--- src/rtl/bus_arbiter.sv ---
// Round-robin arbiter sharing one single-port memory bus between instruction fetch and the
// mem-stage load/store port. One transaction at a time, registered bus outputs, one-cycle
// acks and a wait-state watchdog that aborts a stuck access.
module bus_arbiter #(
  parameter int unsigned ADDR_W   = 32,
  parameter int unsigned DATA_W   = 32,
  parameter int unsigned MAX_WAIT = 15
) (
  input  logic              clk,
  input  logic              rst,
  // Fetch requester
  input  logic              if_req_i,
  input  logic [ADDR_W-1:0] if_addr_i,
  output logic [DATA_W-1:0] if_rdata_o,
  output logic              if_ack_o,
  // Load/store requester
  input  logic              mem_req_i,
  input  logic              mem_we_i,
  input  logic [3:0]        mem_sel_i,
  input  logic [ADDR_W-1:0] mem_addr_i,
  input  logic [DATA_W-1:0] mem_wdata_i,
  output logic [DATA_W-1:0] mem_rdata_o,
  output logic              mem_ack_o,
  // Shared bus
  output logic              bus_ce_o,
  output logic              bus_we_o,
  output logic [3:0]        bus_sel_o,
  output logic [ADDR_W-1:0] bus_addr_o,
  output logic [DATA_W-1:0] bus_wdata_o,
  input  logic [DATA_W-1:0] bus_rdata_i,
  input  logic              bus_ready_i,
  // Pipeline control
  output logic              stallreq_if_o,
  output logic              stallreq_mem_o,
  output logic              bus_err_o
);

  localparam int unsigned CntW = $clog2(MAX_WAIT + 1);
  // Abort fires on the edge that ends the MAX_WAIT-th wait cycle
  localparam logic [CntW-1:0] AbortCnt = CntW'(MAX_WAIT - 1);

  typedef enum logic [1:0] {StIdle, StGntIf, StGntMem} state_e;

  state_e            state_q;
  logic              last_grant_mem_q;  // 0 = fetch was granted last, 1 = mem
  logic [CntW-1:0]   wait_cnt_q;

  logic              if_ack_q, mem_ack_q, bus_err_q;
  logic [DATA_W-1:0] if_rdata_q, mem_rdata_q;
  logic              bus_ce_q, bus_we_q;
  logic [3:0]        bus_sel_q;
  logic [ADDR_W-1:0] bus_addr_q;
  logic [DATA_W-1:0] bus_wdata_q;

  logic in_gnt, done_if, done_mem, abort, decide;
  logic elig_if, elig_mem, grant_if, grant_mem;

  // Completion, abort and round-robin grant decision for the coming edge
  always_comb begin
    in_gnt   = (state_q != StIdle);
    done_if  = (state_q == StGntIf) && bus_ready_i;
    done_mem = (state_q == StGntMem) && bus_ready_i;
    abort    = in_gnt && !bus_ready_i && (wait_cnt_q == AbortCnt);
    decide   = (state_q == StIdle) || done_if || done_mem;
    // The requester being acked on this edge cannot be regranted on it
    elig_if   = if_req_i && !done_if;
    elig_mem  = mem_req_i && !done_mem;
    grant_if  = decide && elig_if && (!elig_mem || last_grant_mem_q);
    grant_mem = decide && elig_mem && (!elig_if || !last_grant_mem_q);
  end

  // Arbiter FSM with registered bus, ack, read-data and error outputs
  always_ff @(posedge clk or negedge rst) begin
    if (!rst) begin
      state_q          <= StIdle;
      last_grant_mem_q <= 1'b0;
      wait_cnt_q       <= '0;
      if_ack_q         <= 1'b0;
      mem_ack_q        <= 1'b0;
      bus_err_q        <= 1'b0;
      if_rdata_q       <= '0;
      mem_rdata_q      <= '0;
      bus_ce_q         <= 1'b0;
      bus_we_q         <= 1'b0;
      bus_sel_q        <= '0;
      bus_addr_q       <= '0;
      bus_wdata_q      <= '0;
    end else begin
      if_ack_q  <= 1'b0;
      mem_ack_q <= 1'b0;
      bus_err_q <= 1'b0;

      if (done_if) begin
        if_ack_q         <= 1'b1;
        if_rdata_q       <= bus_rdata_i;
        last_grant_mem_q <= 1'b0;
      end
      if (done_mem) begin
        mem_ack_q        <= 1'b1;
        mem_rdata_q      <= bus_we_q ? '0 : bus_rdata_i;
        last_grant_mem_q <= 1'b1;
      end
      if (abort) begin
        bus_err_q <= 1'b1;
        if (state_q == StGntIf) begin
          if_ack_q         <= 1'b1;
          if_rdata_q       <= '0;
          last_grant_mem_q <= 1'b0;
        end else begin
          mem_ack_q        <= 1'b1;
          mem_rdata_q      <= '0;
          last_grant_mem_q <= 1'b1;
        end
      end

      if (grant_if) begin
        state_q     <= StGntIf;
        bus_ce_q    <= 1'b1;
        bus_we_q    <= 1'b0;
        bus_sel_q   <= 4'b1111;
        bus_addr_q  <= if_addr_i;
        bus_wdata_q <= '0;
        wait_cnt_q  <= '0;
      end else if (grant_mem) begin
        state_q     <= StGntMem;
        bus_ce_q    <= 1'b1;
        bus_we_q    <= mem_we_i;
        bus_sel_q   <= mem_sel_i;
        bus_addr_q  <= mem_addr_i;
        bus_wdata_q <= mem_we_i ? mem_wdata_i : '0;
        wait_cnt_q  <= '0;
      end else if (decide || abort) begin
        // Nothing to grant, or watchdog fired: release the bus
        state_q     <= StIdle;
        bus_ce_q    <= 1'b0;
        bus_we_q    <= 1'b0;
        bus_sel_q   <= '0;
        bus_addr_q  <= '0;
        bus_wdata_q <= '0;
        wait_cnt_q  <= '0;
      end else if (in_gnt) begin
        wait_cnt_q <= wait_cnt_q + 1'b1;
      end
    end
  end

  assign if_ack_o       = if_ack_q;
  assign mem_ack_o      = mem_ack_q;
  assign bus_err_o      = bus_err_q;
  assign if_rdata_o     = if_rdata_q;
  assign mem_rdata_o    = mem_rdata_q;
  assign bus_ce_o       = bus_ce_q;
  assign bus_we_o       = bus_we_q;
  assign bus_sel_o      = bus_sel_q;
  assign bus_addr_o     = bus_addr_q;
  assign bus_wdata_o    = bus_wdata_q;
  assign stallreq_if_o  = if_req_i & ~if_ack_q;
  assign stallreq_mem_o = mem_req_i & ~mem_ack_q;

endmodule

--- config.mk ---
export PLATFORM = sky130hd
export DESIGN_NAME = bus_arbiter
export DESIGN_NICKNAME = d
export VERILOG_FILES = /design/src/rtl/bus_arbiter.sv
export SDC_FILE = /design/constraint.sdc
export NUM_CORES = 1
export LEC_CHECK = 0
export BUFFER_PORTS_ARGS = -buffer_cell sky130_fd_sc_hd__buf_4
export CAP_MARGIN = 15
export CORE_ASPECT_RATIO = 0.6
export CORE_MARGIN = 1.5
export CORE_UTILIZATION = 30
export DETAILED_ROUTE_END_ITERATION = 8
export PLACE_DENSITY_LB_ADDON = 0.1
export SYNTH_ARGS = -nofsm -noshare
export SYNTH_HDL_FRONTEND = slang
export SYNTH_SLANG_ARGS = --single-unit
--- constraint.sdc ---
create_clock -name clk -period 1.52 [get_ports clk]
set_input_delay 0.304 -clock clk [delete_from_list [all_inputs] [get_ports clk]]
set_output_delay 0.304 -clock clk [all_outputs]
set_load 0.05 [all_outputs]
Word level (Yosys, flattened, before mapping)
Index checks and enable logic that the tools add are counted.

Add/subtract/negate cells: 1. Equal/unequal tests: 3. Multiplexer cells: 39. Bitwise operators: 4. Reductions and logical operators: 26.

Operators by type and width (number): $mux 32 (13); $mux 4 (7); $mux 1 (16); $logic_and 1x1->1 (10); $logic_not 1->1 (6); $mux 2 (3); $reduce_bool 3->1 (2); $logic_or 1x1->1 (5); $add 4x1->4 const B (1); $eq 4x4->1 const B (1); $reduce_bool 4->1 (1); $and 1x1->1 (2); $eq 2x1->1 const B (1); $eq 2x2->1 const B (1); $logic_not 2->1 (1); $not 1->1 (2); $reduce_bool 2->1 (1).

Register bits: 144. Logic and storage cells: 86.

Logic depth before layout (Yosys ltp)
Gate-level depths: netlist of run 1.

Word-level depth: 9. Gate-level depth with buffers: 6. Gate-level depth less buffers: 5.

Least setup slack after synthesis of run 1
No wires, ideal clock.

Path kind: reg-to-output. Start: register if_ack_q, in the netlist if_ack_o. End: output stallreq_if_o. Arrival: 1318 ps. Setup slack: -102 ps. Stages on the path, launching flop included: 2. Path buffers: 0. Cells stage by stage: dfrtp_1 nor2b_1.

Cells in the longest elaborated chain, start to end: 2.

RTL lines: start, declared (RTL line 48) `logic if_ack_q, mem_ack_q, bus_err_q;`; start signal, assigned (RTL line 78) `if_ack_q <= 1'b0;`; start signal, assigned (RTL line 89) `if_ack_q <= 1'b0;`; start signal, assigned (RTL line 94) `if_ack_q <= 1'b1;`; $not 1->1 (RTL line 157) `assign stallreq_if_o = if_req_i & ~if_ack_q;`; $and 1x1->1 (RTL line 157); end, declared (RTL line 33) `output logic stallreq_if_o,`.

Every way passes these cells.

Worst setup path after layout of run 1
Start: register wait_cnt_q[0]. End: register bus_addr_q[17], in the netlist bus_addr_o[17].

Cells in the longest elaborated chain, start to end: 4.

RTL lines: start, declared (RTL line 46) `logic [CntW-1:0] wait_cnt_q;`; start signal, assigned (RTL line 142) `wait_cnt_q <= wait_cnt_q + 1'b1;`; $eq 4x4->1 (RTL line 63) `abort = in_gnt && !bus_ready_i && (wait_cnt_q == AbortCnt);`; $logic_and 1x1->1 (RTL line 63); $logic_or 1x1->1 (RTL line 132) `end else if (decide || abort) begin`; $reduce_bool 3->1 (no source line); end signal, assigned (RTL line 121) `bus_addr_q <= if_addr_i;`; end signal, assigned (RTL line 129) `bus_addr_q <= mem_addr_i;`; end, declared (RTL line 52) `logic [ADDR_W-1:0] bus_addr_q;`.

Every way passes these cells. A chain may end at the register's enable or synchronous reset.

==> results of run 1 <==
cell type report:
type                    count  area [µm²]  share of cell area, %
flip-flops and latches    144        3610                   38.9
repair buffers            312        2570                   27.7
multi-input cells         334        2200                   23.7
clock buffers              18         439                   4.73
well taps                 273         342                   3.68
clock inverters            14         121                   1.31
inverters                   2        7.51                 0.0809
cells in the mapped netlist (2+ instances only):
cell type  count  area, µm²
buf_4          3       22.5
nand2b_1       3       18.8
and3b_1        2       17.5
a22o_1        32        280
and3_1         2       12.5
nand2_1       96        360
buf_2         17       85.1
clkbuf_1      19       71.3
nand3_1        3       15.0
nand3b_1      35        263
nor2b_1        2       12.5
buf_6         10        113
a21o_1         4       30.0
a21oi_1       65        325
nor2_1         6       22.5
ha_1           2       25.0
and4_1        33        289
dfrtp_1      144       3600
a221o_1       36        360
inv_1          2       7.51
where the power goes:
group	switching (µW)	internal, µW	leakage [µW]	total, µW
registers	972	5320	0.00185	6300
clock network	1850	2190	0.000273	4040
logic	7830	3830	0.00245	11700
total	10700	11300	0.00457	22000
layout by cell type (no fill, tap or decap), types with 2 or more instances in the layout:
master,count
clkinv_4,3
nor2_1,5
and3b_1,2
nand3_1,3
inv_8,2
a21o_1,4
nand2_1,96
buf_12,16
buf_4,293
and4_1,32
nand3b_1,35
nand2b_1,2
nor2b_2,2
inv_6,6
clkbuf_16,18
inv_1,2
a221o_1,36
dfrtp_1,142
dfrtp_2,2
a22o_1,32
a21oi_1,65
clkinvlp_4,2
metrics by stage:
step | hold WS [ns] | TNS (ns) | instance area, µm² | std cells
floorplan | 0.00841 | -0.193 | 6080 | 531
global placement | 0.216 | -0.505 | 8650 | 1061
detailed placement | 0.216 | -0.902 | 8650 | 1061
CTS | 0.0734 | -0.316 | 9220 | 1094
global route | 0.0728 | -6.71 | 9280 | 1097
finish | 0.0910 | -0.403 | 9280 | 1097
cell families (layout without fill, tap and decap cells):
group	count (synthesis)	in the layout	share of synthesized area [%]
buffers and inverters	53	346	5.07
xor gates and xnor gates	2	2	0.288
AOI/OAI and AO/OA	144	144	17.6
adders and majority gates	2	2	0.412
DFF	144	144	59.3
and+or+nand+nor	186	186	17.3
routing by layer:
metal  vias to the layer above  share of wire (%)  global-route usage (%)
met5                         -                  0                       0
met4                         0                1.0                    5.22
met3                        17                7.6                    5.37
met2                       228                 44                    26.7
met1                      2667                 48                    26.8
li1                       2498                  -                       -
worst max-delay path, cell delays in order, from the launching register on:
cell	delay, ns
dfrtp_1	0.37
inv_1	0.06
ha_2	0.17
and3_4	0.20
o21ai_4	0.08
buf_12	0.18
a221o_1	0.36
flip-flops by register name, summed over array words and instances, names as in the netlist:
name / cells
bus_sel_o: 4
last_grant_mem_q: 1
bus_err_o: 1
bus_addr_o: 32
bus_ce_o: 1
mem_rdata_o: 32
wait_cnt_q: 4
bus_wdata_o: 32
bus_we_o: 1
if_rdata_o: 32
mem_ack_o: 1
if_ack_o: 1
state_q: 2
final timing paths:
check	endpoint	from	slack (ns)
worst max-delay path	bus_addr_o[17]	wait_cnt_q[0]	-0.03
worst min-delay path	bus_wdata_o[6]	mem_wdata_i[6]	0.09
worst max register to register	bus_addr_o[17]	wait_cnt_q[0]	-0.03
worst min register to register	bus_wdata_o[14]	bus_wdata_o[14]	0.51
max in group asynchronous	mem_rdata_o[17]	rst	0.61
min in group asynchronous	bus_addr_o[12]	rst	0.33
repair_timing:
| item | 4_1_cts | 5_1_grt |
|---|---|---|
| buffers inserted | 0 | 2 |
| resized for setup | 1 | 9 |
| hold endpoints to repair | 27 | 0 |
| hold buffers | 1 | 0 |
| gates cloned | 0 | 1 |
| endpoints found under the setup margin | 63 | 135 |
==> results.py, run 1 <==
metrics = {
    "worst_setup_path": {
        "arrival_ns": 1.84,
        "crit_fanout": 34,
        "rr_worst_depth": 6,
        "start_kind": "flip-flop",
        "end_kind": "flip-flop",
        "path_class": "reg -> reg",
        "crit_required_ns": 1.81,
    },
    "timing": {
        "final.setup.worst_slack_ns": -0.0284,
        "tightestPinTransition_ns": 0.329,
        "rsz0062_at_grt": "yes",
        "relSlewSlack_pct": 78.1,
        "finalSetupViolCount": 30,
        "hold_violations": 0,
        "finClkSkew_ns": 0.00975,
        "min_period_ns": 1.55,
        "fin_crit_sh_pct": 102,
        "drv_slew": 0,
        "fmax_ghz": 0.646,
    },
    "clock_tree": {
        "clock_path_buffers": 2,
        "htreeDepth": 4,
        "cts.sinks": 144,
        "numCtsBuffers": 17,
        "clk_pin_slew_ns": 0.07,
        "cts_tree": "yes",
        "clk_latency_ns": 0.42,
        "root_buffer": "clkbuf_16",
    },
    "layout": {
        "drive_gt1_share_pct": 43.4,
        "diodes": 0,
        "syn2layout_area_growth_pct": 52.8,
        "final_core_utilization_pct": 46.6,
        "nNetsFinal": 951,
        "fill_cells": 1909,
    },
    "logic_synthesis": {
        "syn_nets": 671,
        "synthArstFlopShare_pct": 100,
        "synth_area_mm2": 0.00607,
        "synthCells": 531,
        "synth_warnings": 0,
        "synth_edf_count": 0,
        "avgSynthCellArea_um2": 11.4,
        "synth_seq_cells": 144,
        "ys_seq_area_share_pct": 59.3,
        "synthFlopType": "dfrtp_1",
        "synth_cell_types": 35,
    },
    "die": {
        "initial_core_util_pct": 30.5,
        "die_area_mm2": 0.0211,
        "die_h_um": 113,
        "core-area_mm2": 0.0199,
        "io_pins": 277,
        "std_cell_rows": 40,
        "die_w_um": 187,
    },
    "route": {
        "drt-pass1-iter-count": 4,
        "vias": 5410,
        "via_per_inst": 4.93,
        "ant_nets": 0,
        "wl_per_cell_um": 18.2,
        "drc": 0,
        "wl_um": 19900,
        "drt-initial-drc-count": 340,
    },
    "min_path": {
        "worstHoldPathType": "in -> reg",
        "holdPathStages": 2,
    },
    "status": {
        "status": "complete, but fails checks",
        "violations": "setup timing",
    },
    "placement": {
        "dpl_worst_slack_ns": -0.0436,
        "dpl.hpwl_um": 13900,
        "routabilityCongestion": 0.794,
        "port_buffers": 276,
    },
    "power_and_ir_drop": {
        "p_per_area_mw_per_mm2": 2370,
        "power_uw": 22000,
        "p_leak_uw": 0.00457,
        "peakVddDrop_uv": 1140,
    },
    "global_routing": {
        "grt_overflow": 0,
        "grt_pass1_wl_um": 30600,
        "antenna_found_initial": 0,
        "grt_pass1_vias": 5399,
        "grt_usage_pct": 18.5,
        "grt_max_degree": 46,
    },
    "flow_run": {
        "maxCapViolCount": 0,
    },
}
Power figures use the tool's default switching activity.
==> run 2, diff against run 1 <==
--- a/config.mk
+++ b/config.mk
@@ -11,7 +11,7 @@
 export CORE_MARGIN = 1.5
 export CORE_UTILIZATION = 30
 export DETAILED_ROUTE_END_ITERATION = 8
-export PLACE_DENSITY_LB_ADDON = 0.1
+export PLACE_DENSITY = 0.56
 export SYNTH_ARGS = -nofsm -noshare
 export SYNTH_HDL_FRONTEND = slang
 export SYNTH_SLANG_ARGS = --single-unit
==> results.py, run 2 (synthesized netlist as in run 1, its figures left out) <==
metrics = {
    "timing": {
        "drv_slew": 0,
        "rsz0062_at_grt": "yes",
        "fmax_ghz": 0.625,
        "hold_ws_ns": 0.106,
        "fin_crit_sh_pct": 105,
        "finalSetupViolCount": 107,
        "hold_violations": 0,
        "finClkSkew_ns": 0.0178,
        "relSlewSlack_pct": 76.4,
        "tightestPinTransition_ns": 0.353,
        "tns_ns": -4.02,
        "min_period_ns": 1.60,
        "final.setup.worst_slack_ns": -0.0802,
    },
    "worst_setup_path": {
        "rr_worst_depth": 6,
        "path_class": "reg -> reg",
        "start_kind": "flip-flop",
        "r2r_slack_ns": -0.08,
        "arrival_ns": 1.89,
        "crit_fanout": 23,
        "r2r_end": "bus_addr_o[5]",
        "crit_required_ns": 1.81,
        "reg2reg_from": "wait_cnt_q[0]",
        "end_kind": "flip-flop",
    },
    "route": {
        "drc": 0,
        "vias": 5530,
        "drt-initial-drc-count": 325,
        "ant_nets": 0,
        "wl_per_cell_um": 18.7,
        "wl_um": 20800,
        "drt-pass1-iter-count": 4,
        "via_per_inst": 4.98,
    },
    "power_and_ir_drop": {
        "power_frac_seq_pct": 27.5,
        "switchingPower_uw": 10700,
        "p_leak_uw": 0.00470,
        "p_int_uw": 12100,
        "power_frac_comb_pct": 53.4,
        "clockPowerShare_pct": 19.2,
        "switching_share_pct": 46.8,
        "p_per_area_mw_per_mm2": 2390,
        "peakVddDrop_uv": 1260,
    },
    "min_path": {
        "holdPathStages": 2,
        "hold_start": "mem_wdata_i[0]",
        "hold_end": "bus_wdata_o[0]",
        "worstHoldPathType": "in -> reg",
    },
    "placement": {
        "dpl.hpwl_um": 14000,
        "dpl_worst_slack_ns": -0.0740,
        "port_buffers": 276,
        "routabilityCongestion": 0.808,
        "placed_cells": 1065,
    },
    "clock_tree": {
        "clk_latency_ns": 0.42,
        "cts_tree": "yes",
        "clk_pin_slew_ns": 0.06,
        "root_buffer": "clkbuf_16",
        "numCtsBuffers": 17,
        "cts.sinks": 144,
        "htreeDepth": 4,
        "clock_path_buffers": 2,
    },
    "layout": {
        "final_common_cell": "buf_4",
        "syn2layout_area_growth_pct": 57.5,
        "most-common-layout-cells": "buf_4 (296), dfrtp_1 (144), nand2_1 (96), a21oi_1 (62), a221o_1 (36)",
        "drive_gt1_share_pct": 44.1,
        "stdcell_count": 1110,
        "diodes": 0,
        "nNetsFinal": 964,
    },
    "die": {
        "io_pins": 277,
        "core-area_mm2": 0.0199,
        "die_h_um": 113,
        "die_w_um": 187,
        "die_area_mm2": 0.0211,
        "std_cell_rows": 40,
        "initial_core_util_pct": 30.5,
    },
    "flow_run": {
        "maxCapViolCount": 0,
    },
    "global_routing": {
        "grt_pass1_wl_um": 30700,
        "antenna_found_initial": 0,
        "grt_pass1_vias": 5400,
        "grt_overflow": 0,
        "grt_usage_pct": 18.4,
        "grt_max_degree": 43,
    },
    "status": {
        "status": "complete, but fails checks",
        "violations": "setup timing",
    },
}
[run 2: cell types whose count changed in the layout (fill, tap and decap cells not counted), moves of 3 or more]
cell / change
bufinv_16: +3
a21oi_1: -3
a21oi_2: +3
buf_4: +3
clkbuf_16: +6
[run 2: repair_timing]
item,in CTS,in global routing
hold endpoints to repair,23,0
gates resized for setup,2,9
cloned,0,9
setup endpoints to repair,58,129
setup buffers,0,3
pin swaps,0,37
hold buffers,1,0
[run 2: area by class of cell]
class	instances	area [µm²]
multi-input combinational	334	2200
sequential	144	3600
timing repair buffer	325	2790
clock inverter	14	178
clock buffer	18	439
tap	273	342
fill	1860	10400
inverter	2	7.51
[run 2: worst max-delay path by stage]
| stage | startpoint | cells after the start | endpoint | slack [ns] |
|---|---|---|---|---|
| after floorplan | wait_cnt_q[0] | 6 | if_rdata_o[10] | -0.006 |
| after global placement | wait_cnt_q[0] | 7 | bus_wdata_o[19] | -0.04 |
| after detailed placement | wait_cnt_q[0] | 7 | bus_wdata_o[17] | -0.07 |
| after CTS | wait_cnt_q[0] | 7 | bus_wdata_o[17] | -0.08 |
| after global routing | wait_cnt_q[0] | 6 | bus_addr_o[16] | -0.15 |
| final | wait_cnt_q[0] | 6 | bus_addr_o[5] | -0.08 |
[run 2: power by group through the flow]
stage          Sequential (µW)  Combinational (µW)  Clock, µW
4_1_cts                   6260               11800       4490
2_1_floorplan            11100                2890          0
5_1_grt                   6450               12800       4680
3_5_place_dp              6290               11800          0
3_3_place_gp              6270               11700          0
6_report                  6270               12200       4380
[run 2: stage by stage]
stage | total power, µW | util [%] | area, µm²
global placement | 18000 | 43.6 | 8680
floorplan | 14000 | - | 6080
CTS | 22600 | 46.8 | 9310
finish | 22800 | 48.0 | 9570
detailed placement | 18100 | 43.6 | 8680
global route | 23900 | 48.0 | 9570
[run 2: worst max-delay path: stages (launching register included)]
cell and delay (ns):
dfrtp_1 0.37, inv_1 0.07, ha_2 0.17, and3_4 0.21, o21ai_4 0.11, buf_12 0.18
a221o_1 0.35
[run 2: layer usage]
| metal | global-route usage [%] | vias up | routed length (µm) |
|---|---|---|---|
| met3 | 4.62 | 9 | 1570 |
| met5 | 0 | - | 0 |
| li1 | - | 2525 | - |
| met4 | 4.09 | 0 | 142 |
| met2 | 27.2 | 235 | 9110 |
| met1 | 27.0 | 2761 | 9970 |
